[src/rtl/pipe_hazard_ctrl_if.sv]
// Hazard-control bundle between the 5-stage datapath (master) and the stall/flush sequencer (slave).
// The datapath drives the hazard sources; the sequencer returns the pipeline-register hold/bubble controls.
interface pipe_hazard_ctrl_if #(
  parameter int REG_AW = 5,
  parameter int CNT_W  = 32
);
  logic [REG_AW-1:0] id_rs1_addr_i;
  logic              id_rs1_re_i;
  logic [REG_AW-1:0] id_rs2_addr_i;
  logic              id_rs2_re_i;
  logic [REG_AW-1:0] exe_rd_addr_i;
  logic              exe_rd_we_i;
  logic              exe_mem_re_i;
  logic              exe_redirect_i;
  logic              exe_busy_i;
  logic              dmem_ready_i;
  logic              mem_access_i;

  logic              pc_stall_o;
  logic              if_id_stall_o;
  logic              if_id_flush_o;
  logic              id_exe_stall_o;
  logic              id_exe_flush_o;
  logic              exe_mem_stall_o;
  logic              exe_mem_flush_o;
  logic [CNT_W-1:0]  stall_cnt_o;
  logic [CNT_W-1:0]  flush_cnt_o;

  modport master (
    output id_rs1_addr_i, id_rs1_re_i, id_rs2_addr_i, id_rs2_re_i,
           exe_rd_addr_i, exe_rd_we_i, exe_mem_re_i, exe_redirect_i,
           exe_busy_i, dmem_ready_i, mem_access_i,
    input  pc_stall_o, if_id_stall_o, if_id_flush_o, id_exe_stall_o,
           id_exe_flush_o, exe_mem_stall_o, exe_mem_flush_o,
           stall_cnt_o, flush_cnt_o
  );

  modport slave (
    input  id_rs1_addr_i, id_rs1_re_i, id_rs2_addr_i, id_rs2_re_i,
           exe_rd_addr_i, exe_rd_we_i, exe_mem_re_i, exe_redirect_i,
           exe_busy_i, dmem_ready_i, mem_access_i,
    output pc_stall_o, if_id_stall_o, if_id_flush_o, id_exe_stall_o,
           id_exe_flush_o, exe_mem_stall_o, exe_mem_flush_o,
           stall_cnt_o, flush_cnt_o
  );
endinterface

[src/rtl/pipe_hazard_ctrl.sv]
// Stall/flush sequencer for the 5-stage core: boot hold, data-memory wait, redirect flush,
// multi-cycle EXE hold and load-use bubble, plus saturating stall/redirect counters.
module pipe_hazard_ctrl #(
  parameter int REG_AW      = 5,
  parameter int BOOT_CYCLES = 4,
  parameter int REDIR_FLUSH = 2,
  parameter int CNT_W       = 32
) (
  input  logic             clk_i,
  input  logic             rst_ni,
  pipe_hazard_ctrl_if.slave hz
);

  typedef enum logic [1:0] {BOOT, RUN, MEM_WAIT, REDIRECT} state_e;

  localparam logic [REG_AW-1:0] REG_X0     = '0;
  localparam logic [3:0]        BOOT_LAST  = 4'(BOOT_CYCLES - 1);
  localparam logic [1:0]        REDIR_INIT = 2'(REDIR_FLUSH - 1);

  state_e           state_q, state_d;
  logic [3:0]       boot_cnt_q, boot_cnt_d;
  logic [1:0]       redir_cnt_q, redir_cnt_d;
  logic             redir_pend_q, redir_pend_d;
  logic [CNT_W-1:0] stall_cnt_q, stall_cnt_d;
  logic [CNT_W-1:0] flush_cnt_q, flush_cnt_d;

  logic memw, load_use, redir_go;
  logic pc_stall, if_id_stall, if_id_flush, id_exe_stall, id_exe_flush;
  logic exe_mem_stall, exe_mem_flush;

  assign memw     = hz.mem_access_i & ~hz.dmem_ready_i;
  // A redirect that arrived while memory was stalling is replayed as soon as the wait ends.
  assign redir_go = hz.exe_redirect_i | redir_pend_q;
  assign load_use = hz.exe_mem_re_i & hz.exe_rd_we_i & (hz.exe_rd_addr_i != REG_X0) &
                    ((hz.id_rs1_re_i & (hz.id_rs1_addr_i == hz.exe_rd_addr_i)) |
                     (hz.id_rs2_re_i & (hz.id_rs2_addr_i == hz.exe_rd_addr_i)));

  always_comb begin
    // NOTE: every variable gets a default before the case so no path leaves one unassigned (no latches).
    state_d       = state_q;
    boot_cnt_d    = boot_cnt_q;
    redir_cnt_d   = redir_cnt_q;
    redir_pend_d  = redir_pend_q;
    pc_stall      = 1'b0;
    if_id_stall   = 1'b0;
    if_id_flush   = 1'b0;
    id_exe_stall  = 1'b0;
    id_exe_flush  = 1'b0;
    exe_mem_stall = 1'b0;
    exe_mem_flush = 1'b0;

    case (state_q)
      BOOT: begin
        pc_stall     = 1'b1;
        if_id_flush  = 1'b1;
        id_exe_flush = 1'b1;
        boot_cnt_d   = boot_cnt_q + 4'd1;
        if (boot_cnt_q == BOOT_LAST) state_d = RUN;
      end
      default: begin
        if (memw) begin
          pc_stall      = 1'b1;
          if_id_stall   = 1'b1;
          id_exe_stall  = 1'b1;
          exe_mem_stall = 1'b1;
          redir_pend_d  = redir_pend_q | hz.exe_redirect_i;
          state_d       = MEM_WAIT;
        end else if (redir_go) begin
          if_id_flush  = 1'b1;
          id_exe_flush = 1'b1;
          redir_pend_d = 1'b0;
          redir_cnt_d  = REDIR_INIT;
          state_d      = (REDIR_FLUSH > 1) ? REDIRECT : RUN;
        end else if (state_q == REDIRECT) begin
          if_id_flush  = 1'b1;
          id_exe_flush = 1'b1;
          redir_cnt_d  = redir_cnt_q - 2'd1;
          state_d      = (redir_cnt_q <= 2'd1) ? RUN : REDIRECT;
        end else begin
          state_d = RUN;
          if (hz.exe_busy_i) begin
            pc_stall      = 1'b1;
            if_id_stall   = 1'b1;
            id_exe_stall  = 1'b1;
            exe_mem_flush = 1'b1;
          end else if (load_use) begin
            pc_stall     = 1'b1;
            if_id_stall  = 1'b1;
            id_exe_flush = 1'b1;
          end
        end
      end
    endcase

    stall_cnt_d = stall_cnt_q;
    if (pc_stall && (stall_cnt_q != '1)) stall_cnt_d = stall_cnt_q + 1'b1;
    flush_cnt_d = flush_cnt_q;
    if ((state_q != BOOT) && hz.exe_redirect_i && (flush_cnt_q != '1))
      flush_cnt_d = flush_cnt_q + 1'b1;
  end

  // NOTE: sequential state uses non-blocking assignments so every flop samples pre-edge values.
  always_ff @(posedge clk_i or negedge rst_ni) begin
    if (!rst_ni) begin
      state_q      <= BOOT;
      boot_cnt_q   <= '0;
      redir_cnt_q  <= '0;
      redir_pend_q <= 1'b0;
      stall_cnt_q  <= '0;
      flush_cnt_q  <= '0;
    end else begin
      state_q      <= state_d;
      boot_cnt_q   <= boot_cnt_d;
      redir_cnt_q  <= redir_cnt_d;
      redir_pend_q <= redir_pend_d;
      stall_cnt_q  <= stall_cnt_d;
      flush_cnt_q  <= flush_cnt_d;
    end
  end

  assign hz.pc_stall_o      = pc_stall;
  assign hz.if_id_stall_o   = if_id_stall;
  assign hz.if_id_flush_o   = if_id_flush;
  assign hz.id_exe_stall_o  = id_exe_stall;
  assign hz.id_exe_flush_o  = id_exe_flush;
  assign hz.exe_mem_stall_o = exe_mem_stall;
  // EXE_MEM is bubbled while reset is held; once released, boot only needs the front end cleared.
  assign hz.exe_mem_flush_o = exe_mem_flush | ~rst_ni;
  assign hz.stall_cnt_o     = stall_cnt_q;
  assign hz.flush_cnt_o     = flush_cnt_q;

endmodule

[src/flat_wrapper.sv]
// flat-port wrapper written by rule: the top's interface ports become plain ports
module pipe_hazard_ctrl_flat 
#(
  parameter int REG_AW      = 5,
  parameter int BOOT_CYCLES = 4,
  parameter int REDIR_FLUSH = 2,
  parameter int CNT_W       = 32
)
  (clk_i, rst_ni, hz_id_rs1_addr_i, hz_id_rs1_re_i, hz_id_rs2_addr_i, hz_id_rs2_re_i, hz_exe_rd_addr_i, hz_exe_rd_we_i, hz_exe_mem_re_i, hz_exe_redirect_i, hz_exe_busy_i, hz_dmem_ready_i, hz_mem_access_i, hz_pc_stall_o, hz_if_id_stall_o, hz_if_id_flush_o, hz_id_exe_stall_o, hz_id_exe_flush_o, hz_exe_mem_stall_o, hz_exe_mem_flush_o, hz_stall_cnt_o, hz_flush_cnt_o);
  pipe_hazard_ctrl_if #(.REG_AW(REG_AW), .CNT_W(CNT_W)) hz_i ();
  input  logic clk_i;
  input  logic rst_ni;
  input wire logic [$bits(hz_i.id_rs1_addr_i)-1:0] hz_id_rs1_addr_i;
  input wire logic [$bits(hz_i.id_rs1_re_i)-1:0] hz_id_rs1_re_i;
  input wire logic [$bits(hz_i.id_rs2_addr_i)-1:0] hz_id_rs2_addr_i;
  input wire logic [$bits(hz_i.id_rs2_re_i)-1:0] hz_id_rs2_re_i;
  input wire logic [$bits(hz_i.exe_rd_addr_i)-1:0] hz_exe_rd_addr_i;
  input wire logic [$bits(hz_i.exe_rd_we_i)-1:0] hz_exe_rd_we_i;
  input wire logic [$bits(hz_i.exe_mem_re_i)-1:0] hz_exe_mem_re_i;
  input wire logic [$bits(hz_i.exe_redirect_i)-1:0] hz_exe_redirect_i;
  input wire logic [$bits(hz_i.exe_busy_i)-1:0] hz_exe_busy_i;
  input wire logic [$bits(hz_i.dmem_ready_i)-1:0] hz_dmem_ready_i;
  input wire logic [$bits(hz_i.mem_access_i)-1:0] hz_mem_access_i;
  output wire logic [$bits(hz_i.pc_stall_o)-1:0] hz_pc_stall_o;
  output wire logic [$bits(hz_i.if_id_stall_o)-1:0] hz_if_id_stall_o;
  output wire logic [$bits(hz_i.if_id_flush_o)-1:0] hz_if_id_flush_o;
  output wire logic [$bits(hz_i.id_exe_stall_o)-1:0] hz_id_exe_stall_o;
  output wire logic [$bits(hz_i.id_exe_flush_o)-1:0] hz_id_exe_flush_o;
  output wire logic [$bits(hz_i.exe_mem_stall_o)-1:0] hz_exe_mem_stall_o;
  output wire logic [$bits(hz_i.exe_mem_flush_o)-1:0] hz_exe_mem_flush_o;
  output wire logic [$bits(hz_i.stall_cnt_o)-1:0] hz_stall_cnt_o;
  output wire logic [$bits(hz_i.flush_cnt_o)-1:0] hz_flush_cnt_o;
  assign hz_i.id_rs1_addr_i = hz_id_rs1_addr_i;
  assign hz_i.id_rs1_re_i = hz_id_rs1_re_i;
  assign hz_i.id_rs2_addr_i = hz_id_rs2_addr_i;
  assign hz_i.id_rs2_re_i = hz_id_rs2_re_i;
  assign hz_i.exe_rd_addr_i = hz_exe_rd_addr_i;
  assign hz_i.exe_rd_we_i = hz_exe_rd_we_i;
  assign hz_i.exe_mem_re_i = hz_exe_mem_re_i;
  assign hz_i.exe_redirect_i = hz_exe_redirect_i;
  assign hz_i.exe_busy_i = hz_exe_busy_i;
  assign hz_i.dmem_ready_i = hz_dmem_ready_i;
  assign hz_i.mem_access_i = hz_mem_access_i;
  assign hz_pc_stall_o = hz_i.pc_stall_o;
  assign hz_if_id_stall_o = hz_i.if_id_stall_o;
  assign hz_if_id_flush_o = hz_i.if_id_flush_o;
  assign hz_id_exe_stall_o = hz_i.id_exe_stall_o;
  assign hz_id_exe_flush_o = hz_i.id_exe_flush_o;
  assign hz_exe_mem_stall_o = hz_i.exe_mem_stall_o;
  assign hz_exe_mem_flush_o = hz_i.exe_mem_flush_o;
  assign hz_stall_cnt_o = hz_i.stall_cnt_o;
  assign hz_flush_cnt_o = hz_i.flush_cnt_o;
  pipe_hazard_ctrl #(.REG_AW(REG_AW), .BOOT_CYCLES(BOOT_CYCLES), .REDIR_FLUSH(REDIR_FLUSH), .CNT_W(CNT_W)) u_core (.clk_i(clk_i), .rst_ni(rst_ni), .hz(hz_i));
endmodule
[config.mk]
export PLATFORM = sky130hd
export DESIGN_NAME = pipe_hazard_ctrl_flat
export DESIGN_NICKNAME = d
export VERILOG_FILES = /design/src/rtl/pipe_hazard_ctrl_if.sv /design/src/rtl/pipe_hazard_ctrl.sv /design/src/flat_wrapper.sv
export SDC_FILE = /design/constraint.sdc
export NUM_CORES = 1
export LEC_CHECK = 0
export ABC_AREA = 1
export CELL_PAD_IN_SITES_DETAIL_PLACEMENT = 1
export CELL_PAD_IN_SITES_GLOBAL_PLACEMENT = 2
export CORE_MARGIN = 2
export CORE_UTILIZATION = 31
export DETAILED_ROUTE_END_ITERATION = 10
export MAX_ROUTING_LAYER = met4
export PLACE_DENSITY = 0.92
export RECOVER_POWER = 50
export REMOVE_ABC_BUFFERS = 1
export SYNTH_ARGS = -nofsm -noshare
export SYNTH_HDL_FRONTEND = slang
export SYNTH_SLANG_ARGS = --single-unit
[constraint.sdc]
create_clock -name clk_i -period 4.9 [get_ports clk_i]
set_input_delay 0.49 -clock clk_i [delete_from_list [all_inputs] [get_ports clk_i]]
set_output_delay 0.49 -clock clk_i [all_outputs]
set_load 0.005 [all_outputs]
* After elaboration in Yosys (flattened, before gate mapping) *
Index checks and enable logic that the tools add are counted.

storage, ports and cells
  register bits = 73
  input bits = 25
  output and inout port bits = 71
  word-level logic and storage cells = 76

operators by class
  $add $sub $neg = 4
  order comparisons = 1
  eq/ne operators = 7
  multiplexer cells = 35
  bitwise gates (word level) = 13
  reduce and logical (&&, ||, !) cells = 10

operator list
  operator               number
  $add 32x1->32 const B  2
  $ne 32x32->1 const B   2
  $mux 1                 27
  $mux 2                 8
  $eq 5x5->1             2
  $and 1x1->1            6
  $reduce_bool 2->1      3
  $reduce_bool 5->1      1
  $add 4x1->4 const B    1
  $eq 4x2->1 const B     1
  $not 1->1              4
  $logic_and 1x1->1      3
  $or 1x1->1             3
  $reduce_and 3->1       1
  $eq 2x2->1 const B     1
  $le 2x1->1 const B     1
  $logic_not 2->1        1
  $ne 2x1->1 const B     1
  $reduce_and 2->1       1
  $sub 2x1->2 const B    1

* Depth between registers and ports, before layout *
  word-level depth = 11
  mapped depth = 12
  mapped depth without buffers = 11

* Least setup slack after synthesis *
OpenSTA, ideal clock, no wires.

  path kind = input port to output port
  start = in hz_exe_redirect_i
  end = out hz_pc_stall_o
  arrival time = 1,371 ps
  required time = 4,410 ps
  path slack = 3,039 ps
  cell stages on the path = 6
  buffers on the path = 1
  path through = nor2_1 nand2_1 inv_1 a21oi_1 nand3_1 buf_2

on the way
  cells in the longest elaborated chain, start to end = 4

RTL lines
  what             line                    text
  start, declared  flat_wrapper.sv:20      input wire logic [$bits(hz_i.exe_redirect_i)-1:0] hz_exe_redirect_i;
  $or 1x1->1       pipe_hazard_ctrl.sv:33  assign redir_go = hz.exe_redirect_i | redir_pend_q;
  $mux 1           pipe_hazard_ctrl.sv:68  end else if (redir_go) begin
  $mux 1           pipe_hazard_ctrl.sv:61  if (memw) begin
  $mux 1           pipe_hazard_ctrl.sv:52  case (state_q)
  end, declared    flat_wrapper.sv:24      output wire logic [$bits(hz_i.pc_stall_o)-1:0] hz_pc_stall_o;

No other way between the ends.

* Worst setup path in the final report *
  start = in hz_exe_rd_addr_i[2]
  end = out hz_pc_stall_o

on the way
  cells in the longest elaborated chain, start to end = 10
  elaborated cells on any way between the ends = 14
  those cells by class = 2 x eq/ne; 6 x mux; 5 x bitwise; 1 x reduce/logical

RTL lines
  what                            line                                            text
  start, declared                 flat_wrapper.sv:17                              input wire logic [$bits(hz_i.exe_rd_addr_i)-1:0] hz_exe_rd_addr_i;
  $eq 5x5->1 (on tied branches)   pipe_hazard_ctrl.sv:35, pipe_hazard_ctrl.sv:36
  $and 1x1->1 (on tied branches)  pipe_hazard_ctrl.sv:35, pipe_hazard_ctrl.sv:36
  $or 1x1->1                      pipe_hazard_ctrl.sv:35                          ((hz.id_rs1_re_i & (hz.id_rs1_addr_i == hz.exe_rd_addr_i)) |
  $and 1x1->1 *                   pipe_hazard_ctrl.sv:34                          assign load_use = hz.exe_mem_re_i & hz.exe_rd_we_i & (hz.exe_rd_addr_i != REG_X0) &
  $mux 1 *                        pipe_hazard_ctrl.sv:86                          end else if (load_use) begin
  $mux 1 *                        pipe_hazard_ctrl.sv:81                          if (hz.exe_busy_i) begin
  $mux 1 *                        pipe_hazard_ctrl.sv:74                          end else if (state_q == REDIRECT) begin
  $mux 1 *                        pipe_hazard_ctrl.sv:68
  $mux 1 *                        pipe_hazard_ctrl.sv:61
  $mux 1 *                        pipe_hazard_ctrl.sv:52

Mark *: on every way between the ends. The rest lies on a longest branch, timed or not.

==> impl_summary.txt <==
----------------------------------------------------
[Clock network]
  Clk pin slew, worst setup/hold paths ... 0.05 ns
  Number of CTS-inserted buffers ... 9
  CTS resizes ... 0
  CTS tree ... yes
  Clock root buffer master ... sky130_fd_sc_hd__clkbuf_16
  Number of buffers on the longest clock path ... 2
  Latest clock arrival within the worst-skew pair ... 0.35 ns
  Sink Count ... 73
  Setup bufs post-CTS ... 0
  Maximum level of the CTS H-tree ... 3
  Post-CTS Hold Buffers ... 0

[Setup path]
  Family with the most delay on the worst path ... buffers and inverters
  CP Cell Sequence ... clkdlybuf4s50_1 > inv_1 > nand2_1 > nand2_1 > nor2_1 > nand3_1 > nand2_1 > nand3_1 > nand3_1 > buf_4 > clkdlybuf4s50_1
  Largest stage delay on the critical path ... 0.58 ns
  Buffers and inverters on the worst path ... 4
  Crit path max fanout ... 35
  CP endpoint kind ... primary output
  Data arrival time of the worst path ... 2.66 ns
  Required arrival time at the worst endpoint ... 4.41 ns
  Startpoint type of the worst setup path ... primary input
  Critical setup path kind ... in -> out
  Crit path max-delay cell type ... sky130_fd_sc_hd__clkdlybuf4s50_1

[Floorplanning]
  Effective utilization at floorplan ... 31.4%
  Ports ... 96
  Std-Cell Core Area ... 0.0151 mm2
  Horiz. Die Dim ... 128 um
  DIE AREA ... 0.0163 mm2
  Chip Height ... 128 um
  Std cell rows ... 45

[Power and ir drop]
  Leakage component of the power ... 2.91 nW
  Highest ir drop seen on vdd ... 0.000146 V
  Total power density per cell area ... 305 mW/mm2

[Timing]
  Maximum clock skew at final layout ... 0.00535 ns
  Final Critical Period ... 3.15 ns
  Crit path setup slack, layout ... 1.75 ns
  Setup violations, final ... 0
  Hold slack ... 0.479 ns
  Worst rel slew slack ... -42.5%
  Aggregate negative setup slack ... 0 ns
  Fmax ... 318 MHz
  Count of pins over their slew limit ... 36
  Transition time of the tightest slew-check pin ... 2.14 ns
  Share of the cycle needed by the critical path after routing ... 64.2%
  Unrepaired setup endpoints after global routing ... false
  Hold Vio Cnt, Final ... 0

[Cells and area]
  Layout cell share with drive strength beyond 1 ... 3.02%
  Post-route cell area ... 0.00611 mm2
  Final antenna diode count ... 0
  Final nets ... 818
  Number of standard cells in the layout, taps in and fillers out ... 982
  Syn-to-layout area delta ... 28.9%

[Logic synthesis]
  Post-synthesis sequential area ratio ... 38.5%
  Post-Synthesis Cells ... 694
  Fraction of synthesized cell area taken by the top area cell type ... 38.5%
  Cell types with the largest area share after synthesis ... sky130_fd_sc_hd__dfrtp_1 39%, sky130_fd_sc_hd__nand2_1 22%, sky130_fd_sc_hd__xor2_1 5.7%
  Count of warnings emitted by yosys ... 0
  Largest area contributor in the netlist ... sky130_fd_sc_hd__dfrtp_1
  Netlist Area Pre-Place ... 0.00474 mm2
  Distinct cell type count after synthesis ... 32
  #FFs+latches synth ... 73
  Syn_area_per_cell ... 6.83 um2

[Outcome]
  Result of the run ... finished with violations
  Violations in the final reports ... capacitance limit, slew limit

[Route]
  Routed wire length per instance ... 15.5 um
  # DRC ... 0
  Routed WL ... 15.2 mm
  Met2 Routed Length ... 7.74 mm
  Wire length on met1 ... 6.68 mm
  Topmost layer with routed signal wires ... met4
  Post-DR vias/cell ... 4.97
  Detail Route met3 WL ... 453 um
  First-pass DRT Iterations ... 4
  Final antenna-violating net count ... 0
  Number of DRC markers after the initial detailed-route iteration ... 188
  Total number of vias ... 4,878

[Placed design]
  Number of buffer cells added on primary ports ... 95
  Dpl cell area ... 0.00586 mm2
  Placed Cells incl. Taps ... 966
  Post-placement setup slack ... 1.76 ns
  Detailed Place HPWL ... 11.4 mm
  RePlAce Congestion ... 0.834

[Min path]
  Path class of the lowest-slack min-delay path ... reg -> reg

[Run]
  Max-cap violations ... 1

[GRT]
  Vias in the first global route ... 5,253
  Pin count of the biggest net entering global routing ... 41
  Total GRT Usage ... 20.3%
  Total congestion overflow ... 0
  Wire length of the first global-routing pass ... 25.4 mm
  Number of antenna violations at the first check in global routing ... 0

----------------------------------------------------
[final timing paths]
path | cells after the start | from | slack, ns | endpoint
min | 1 | u_core.boot_cnt_q[3]$_DFFE_PN0P_ | 0.48 | u_core.boot_cnt_q[3]$_DFFE_PN0P_
min in group asynchronous | 1 | rst_ni | 0.75 | u_core.hz.flush_cnt_o[5]$_DFFE_PN0P_
max | 11 | hz_exe_rd_addr_i[2] | 1.75 | hz_pc_stall_o
max in group asynchronous | 2 | rst_ni | 2.66 | u_core.redir_cnt_q[1]$_DFFE_PN0P_
min reg2reg | 1 | u_core.boot_cnt_q[3]$_DFFE_PN0P_ | 0.48 | u_core.boot_cnt_q[3]$_DFFE_PN0P_
max reg2reg | 7 | u_core.state_q[1]$_DFFE_PN0P_ | 2.31 | u_core.hz.stall_cnt_o[7]$_DFFE_PN0P_
[final cells by class]
type	instances	area [um2]
fill	1946	8970
inverter	61	229
timing repair buffer	99	975
tap	188	235
multi-input combinational	545	2590
sequential	73	1830
clock buffer	13	240
clock inverter	3	17.5
[registers in the layout, summed over array words and instances, names as in the netlist]
signal,flops
u_core.hz.flush_cnt_o,32
u_core.hz.stall_cnt_o,32
u_core.boot_cnt_q,4
u_core.redir_cnt_q,2
u_core.state_q,2
u_core.redir_pend_q,1
[layout by cell type (no fill, tap or decap), drive strengths merged, types with 14 or more instances in the layout]
cell type	n
nand2	277
nor2	74
dfrtp	73
clkdlybuf4s50	67
inv	61
nand3	54
nor3	34
xor2	31
dlygate4sd3	27
xnor2	19
o21ai	19
nand4	15
clkbuf	14
[Yosys cell counts]
cell type                  number
sky130_fd_sc_hd__or3_1          1
sky130_fd_sc_hd__nor2_4         1
sky130_fd_sc_hd__nor4_1         1
sky130_fd_sc_hd__xor2_1        31
sky130_fd_sc_hd__inv_1         60
sky130_fd_sc_hd__a21oi_1        2
sky130_fd_sc_hd__a31oi_1        2
sky130_fd_sc_hd__xnor2_1       19
sky130_fd_sc_hd__inv_2          1
sky130_fd_sc_hd__nand3b_2       1
sky130_fd_sc_hd__nand3_4        1
sky130_fd_sc_hd__nor2_2         1
sky130_fd_sc_hd__buf_4          2
sky130_fd_sc_hd__nand2_1      275
sky130_fd_sc_hd__nor3_1        33
sky130_fd_sc_hd__nor3_2         1
sky130_fd_sc_hd__nand3b_1       8
sky130_fd_sc_hd__clkbuf_1       4
sky130_fd_sc_hd__or2_2          1
sky130_fd_sc_hd__buf_1          1
sky130_fd_sc_hd__nor2_1        72
sky130_fd_sc_hd__o21a_1         1
sky130_fd_sc_hd__nand3_1       53
sky130_fd_sc_hd__buf_6          3
sky130_fd_sc_hd__nand2b_1       1
sky130_fd_sc_hd__nand2_2        2
sky130_fd_sc_hd__o21ai_1        6
sky130_fd_sc_hd__o21ai_0       13
sky130_fd_sc_hd__nand4_1       15
sky130_fd_sc_hd__ha_1           4
sky130_fd_sc_hd__dfrtp_1       73
sky130_fd_sc_hd__buf_2          5
[per-stage QoR]
stage	power [mW]	utilization [%]
after CTS	1.91	40.6
after floorplan	1.02	-
after global placement	1.27	38.9
after global routing	1.98	40.5
final	1.86	40.5
after detailed placement	1.30	38.9
[worst register-to-register path: cells and delay by family, from the launching register on]
family | cells | cell delay [ns]
flops | 1 | 0.37
buf+inv | 2 | 0.60
simple gates | 5 | 1.50
[cells by family (layout without fill, tap and decap cells)]
logic type	Yosys count	in the layout	synth area share (%)
xor+xnor	50	50	9.23
simple gates	467	467	41.8
flops	73	73	38.5
buf+inv	76	176	6.78
compound gates	24	24	2.64
fa+ha+maj	4	4	1.06
[report_power, final]
group / internal [mW] / switching [mW] / leakage, nW
logic: 0.222 / 0.241 / 1.80
registers: 0.688 / 0.117 / 0.986
clock network: 0.342 / 0.256 / 0.124
total: 1.25 / 0.614 / 2.91
[per-layer routing]
layer / GRT usage [%] / vias up
met1: 23.3 / 2378
li1: - / 2389
met5: - / -
met3: 4.26 / 23
met2: 35.8 / 88
met4: 5.95 / 0
Power figures use the tool's default switching activity.
